File: src/rtl/sbm_unsigned_pipe.sv
// Pipelined unsigned shift-and-add multiplier (W x W -> 2W) with valid/ready handshake and global stall.
// Define SBM_LEVEL_REG_EN to register every adder-tree level (latency 2+L instead of 2).
module sbm_unsigned_pipe #(
  parameter int W = 10
) (
  input  logic             clk,
  input  logic             rst,
  input  logic             in_valid,
  output logic             in_ready,
  input  logic [W-1:0]     D,
  input  logic [W-1:0]     E,
  output logic             out_valid,
  input  logic             out_ready,
  output logic [2*W-1:0]   F
);
  localparam int L = (W <= 1) ? 0 : $clog2(W);
  localparam int P = 2 * W;

  logic           adv;
  logic [W-1:0]   a_q;
  logic [W-1:0]   b_q;
  logic           v0;
  logic [P-1:0]   pp [0:W-1];
  logic [P-1:0]   tree_out;
  logic           v_last;

  assign adv      = !out_valid || out_ready;
  assign in_ready = adv;

  always_ff @(posedge clk) begin
    if (rst) begin
      a_q <= '0;
      b_q <= '0;
      v0  <= 1'b0;
    end else if (adv) begin
      a_q <= D;
      b_q <= E;
      v0  <= in_valid;
    end
  end

  genvar gi;
  generate
    for (gi = 0; gi < W; gi++) begin : g_pp
      assign pp[gi] = {{W{1'b0}}, a_q & {W{b_q[gi]}}} << gi;
    end
  endgenerate

`ifdef SBM_LEVEL_REG_EN
  localparam int LM = (L > 0) ? L : 1;

  // lvl_q[k] holds the result of tree level k+1; only the first ceil(W/2^(k+1)) slots are live.
  logic [P-1:0] lvl_q [0:LM-1][0:W-1];
  logic [P-1:0] lvl_d [0:LM-1][0:W-1];
  logic [LM-1:0] lv_q;

  always_comb begin
    int n;
    int i0;
    int i1;
    int km;
    logic [P-1:0] s0;
    logic [P-1:0] s1;
    n = W;
    for (int k = 0; k < LM; k++) begin
      for (int j = 0; j < W; j++) begin
        lvl_d[k][j] = '0;
      end
    end
    for (int k = 0; k < L; k++) begin
      km = (k > 0) ? k - 1 : 0;
      for (int j = 0; j < W; j++) begin
        i0 = (2 * j < W) ? 2 * j : 0;
        i1 = (2 * j + 1 < W) ? 2 * j + 1 : 0;
        s0 = (k == 0) ? pp[i0] : lvl_q[km][i0];
        s1 = (k == 0) ? pp[i1] : lvl_q[km][i1];
        if (2 * j + 1 < n)
          lvl_d[k][j] = s0 + s1;
        else if (2 * j < n)
          lvl_d[k][j] = s0;
      end
      n = (n + 1) / 2;
    end
  end

  always_ff @(posedge clk) begin
    if (rst) begin
      for (int k = 0; k < LM; k++) begin
        lv_q[k] <= 1'b0;
        for (int j = 0; j < W; j++) begin
          lvl_q[k][j] <= '0;
        end
      end
    end else if (adv) begin
      lvl_q <= lvl_d;
      for (int k = 0; k < LM; k++) begin
        lv_q[k] <= (k == 0) ? v0 : lv_q[(k > 0) ? k - 1 : 0];
      end
    end
  end

  generate
    if (L == 0) begin : g_no_tree
      assign tree_out = pp[0];
      assign v_last   = v0;
    end else begin : g_tree
      assign tree_out = lvl_q[L-1][0];
      assign v_last   = lv_q[L-1];
    end
  endgenerate
`else
  logic [P-1:0] cur [0:W-1];

  // In-place reduction: slot j of a level only reads slots 2j and 2j+1, which are not yet overwritten.
  always_comb begin
    int n;
    n   = W;
    cur = pp;
    for (int k = 0; k < L; k++) begin
      for (int j = 0; j < W; j++) begin
        if (2 * j + 1 < n)
          cur[j] = cur[(2 * j < W) ? 2 * j : 0] + cur[(2 * j + 1 < W) ? 2 * j + 1 : 0];
        else if (2 * j < n)
          cur[j] = cur[(2 * j < W) ? 2 * j : 0];
        else
          cur[j] = '0;
      end
      n = (n + 1) / 2;
    end
  end

  assign tree_out = cur[0];
  assign v_last   = v0;
`endif

  always_ff @(posedge clk) begin
    if (rst) begin
      out_valid <= 1'b0;
      F         <= '0;
    end else if (adv) begin
      out_valid <= v_last;
      if (v_last)
        F <= tree_out;
    end
  end

endmodule

File: config.mk
export PLATFORM = sky130hd
export DESIGN_NAME = sbm_unsigned_pipe
export DESIGN_NICKNAME = d
export VERILOG_FILES = /design/src/rtl/sbm_unsigned_pipe.sv
export SDC_FILE = /design/constraint.sdc
export NUM_CORES = 1
export LEC_CHECK = 0
export CORE_UTILIZATION = 53
export CTS_CLUSTER_SIZE = 28
export DETAILED_ROUTE_END_ITERATION = 6
export PLACE_DENSITY = 0.8
export SYNTH_ARGS = -nofsm -noshare
export SYNTH_HDL_FRONTEND = slang
export SYNTH_SLANG_ARGS = --single-unit
File: constraint.sdc
create_clock -name clk -period 4.95 [get_ports clk]
set_input_delay 0.7425 -clock clk [delete_from_list [all_inputs] [get_ports clk]]
set_output_delay 0.7425 -clock clk [all_outputs]
set_load 0.02 [all_outputs]
==> impl_metrics.tcl <==
set metrics [dict create \
    yosys_warnings 0 \
    io_pins 46 \
    status "finished clean" \
    drcViolationCount 0 \
    ant_nets 0 \
    worst_ep_arrival_time_ps 5010 \
    clockRootBuffer "clkbuf_8" \
    stdcell_count 672 \
    routed_wl_mm 10.7 \
    syn_nets 671 \
    critical_path_class "flop to flop" \
    finalNetCount 705 \
    clockBufferDepth 2 \
    fp-row-count 33 \
    synth_seq_cells 42 \
    maxSlewViolCount 0 \
    powerDensity_nw_per_um2 196 \
    cts_tree "done" \
    die_x_um 95.3 \
    port_buffers 45 \
    rr_startpoint "b_q[0]" \
    fp.dieArea_um2 9090 \
    clk_pin_slew_ps 100 \
    min-delay-start "F[4]" \
    firstDrtPassIters 4 \
    clk_latency_ps 310 \
    grt_overflow_total 0 \
    hold_viol 0 \
    tns_ps 0 \
    hold_path_class "flop to flop" \
    end_kind "flop" \
    dpl.cell_count 663 \
    slew_headroom_pct 34.6 \
    reg2reg_slack_ps 200 \
    diodes 0 \
    grt_pass1_wl_mm 17.6 \
    crit_path_max_fanout 11 \
    required_ps 5210 \
    setup_viol 0 \
    vdd_drop_max_uv 127 \
    grt_usage_pct 25.6 \
    r2r_end "F[16]" \
    wl_per_cell_um 16.0 \
    worst_slew_pin_slew_ps 977 \
    core_region_area_um2 8340 \
    post_dp_cell_area_um2 5180 \
    grt_start_max_net_pins 29 \
    start_kind "flop" \
    vias 3733 \
    die_y_um 95.3 \
    ys_seq_area_share_pct 18.2 \
    synthToLayoutAreaGrowth_pct 15.5 \
    fin_crit_ps 4750 \
    hold_ws_ps 458 \
    ys_types 47 \
    cts_htree_levels 2 \
    drive_gt1_share_pct 7.58 \
    fin_skew_ps 7.41 \
    clock.fmax_mhz 211 \
    final_cell_area_um2 5330 \
    r2r_cells 15 \
    grt_pass1_vias 3835 \
    place.gp.congestion 0.941 \
    avgSynthCellArea_um2 8.68 \
    dp_hpwl_mm 8.38 \
    cts.sinks 42 \
    viasPerCell 5.56 \
    cts_buffers 5 \
    holdPathStages 2 \
    maxCapViolations 0 \
    start_util_pct 55.4 \
    antenna_found_initial 0 \
    p_leak_nw 2.61 \
    syn_inst 532 \
    whs_endpoint "F[4]" \
    syn_area_um2 4620 \
    drt_iter0_markers 178 \
    fin_crit_sh_pct 95.9 \
]
cells in the mapped netlist (all sizes together):
library cell	n	area, µm²
nand2b	1	6.26
or3b	1	8.76
inv	60	225
or4	1	7.51
fa	66	1320
a22o	2	17.5
nor2b	1	13.8
nand2	105	397
nor2	13	48.8
and3	2	12.5
o21ai	5	28.8
xnor2	6	52.6
a211o	1	8.76
a21oi	40	200
nand3	8	40.0
o211ai	1	12.5
a31o	1	8.76
a211oi	1	7.51
ha	49	613
o311ai	1	8.76
o2111ai	1	8.76
and2b	2	16.3
o21bai	2	15.0
nor4b	2	17.5
dfxtp	42	841
a2111oi	1	8.76
nand4	1	6.26
buf	5	20.0
o221ai	1	8.76
or3	2	13.8
clkbuf	28	105
a21o	1	7.51
a31oi	2	12.5
a21boi	2	18.8
or2	1	6.26
nor3	4	20.0
a311oi	1	8.76
xor2	2	17.5
o211a	1	10.0
o21a	2	15.0
and2	64	400
worst max-delay path, cell delays in order, from the launching register on:
cell      delay [ps]
dfxtp_1          570
nand2_1          120
fa_1             470
fa_1             520
inv_1             50
fa_1             470
fa_1             490
ha_1             320
ha_1             350
nor2b_4          150
o21ai_2          150
a21boi_2         120
buf_4            150
o211a_1          220
or4_1            470
nand3_1           90
flip-flops by register name, summed over array words and instances, names as in the netlist:
| name | count |
|---|---|
| F | 20 |
| a_q | 10 |
| b_q | 10 |
| out_valid | 1 |
| v0 | 1 |
layer usage:
layer | track usage (%) | vias to the layer above | wire, µm
met4 | 9.34 | 0 | 299
met3 | 2.87 | 25 | 334
met1 | 30.6 | 1878 | 4410
met5 | 0 | - | 0
met2 | 46.8 | 90 | 5680
li1 | - | 1740 | -
area by class of cell:
class                   instances  area (µm²)
clock buffers                   6        72.6
clock inverters                 2        37.5
fillers                       731        3010
inverters                      60         225
multi-input cells             397        3430
flip-flops and latches         42         867
well taps                     105         131
repair buffers                 60         563
layout by cell type, fill, tap and decap left out, types with 2 or more instances in the layout:
cell type	Yosys	layout
xor2_1	2	2
clkbuf_8	0	5
o21a_1	2	2
clkdlybuf4s50_1	0	45
o21ai_0	4	4
o21bai_1	2	2
buf_4	0	15
dfxtp_2	0	6
nor2_1	13	13
nand2_1	104	104
ha_1	49	49
xnor2_1	6	6
dfxtp_1	42	31
nor3_1	4	4
fa_1	66	65
a22o_1	2	2
and3_1	2	2
a31oi_1	2	2
and2_1	64	64
nor4b_1	2	2
a21oi_1	40	40
nand3_1	8	8
inv_1	60	60
dfxtp_4	0	5
stage by stage:
| stage | power, mW | setup slack [ps] | utilization, % |
|---|---|---|---|
| floorplan | 0.635 | 323 | - |
| global placement | 0.736 | 185 | 62.1 |
| detailed placement | 0.749 | 21.6 | 62.1 |
| CTS | 1.04 | 3.33 | 63.4 |
| global route | 1.10 | -10.6 | 63.9 |
| finish | 1.04 | 202 | 63.9 |
cell families after synthesis:
| family | after synthesis | share of synthesized area (%) |
|---|---|---|
| xor gates and xnor gates | 8 | 1.52 |
| DFF | 42 | 18.2 |
| and+or+nand+nor | 208 | 22.0 |
| AOI/OAI and AO/OA | 66 | 8.81 |
| buffers and inverters | 93 | 7.59 |
| adders and majority gates | 115 | 41.9 |
where the power goes:
part | internal [mW] | leakage [nW] | total (mW) | switching (mW)
clock | 0.151 | 0.0514 | 0.296 | 0.145
combinational | 0.163 | 2.21 | 0.361 | 0.198
sequential | 0.358 | 0.350 | 0.387 | 0.0284
worst max-delay path by stage:
stage | end | start | slack (ps) | cells past startpoint
detailed placement | F[18] | b_q[2] | 20 | 17
CTS | F[18] | a_q[1] | 3 | 14
finish | F[16] | b_q[0] | 200 | 15
global route | F[18] | b_q[8] | -10 | 12
floorplan | F[18] | a_q[1] | 320 | 15
global placement | F[18] | b_q[3] | 190 | 18
what timing repair did:
| action | in CTS | in global routing |
|---|---|---|
| setup endpoints to repair | 0 | 5 |
| buffers inserted | 0 | 1 |
| endpoints found under the hold margin | 0 | 0 |
| hold buffers | 0 | 0 |
| resized for setup | 0 | 18 |
(Power assumes the default switching activity.)
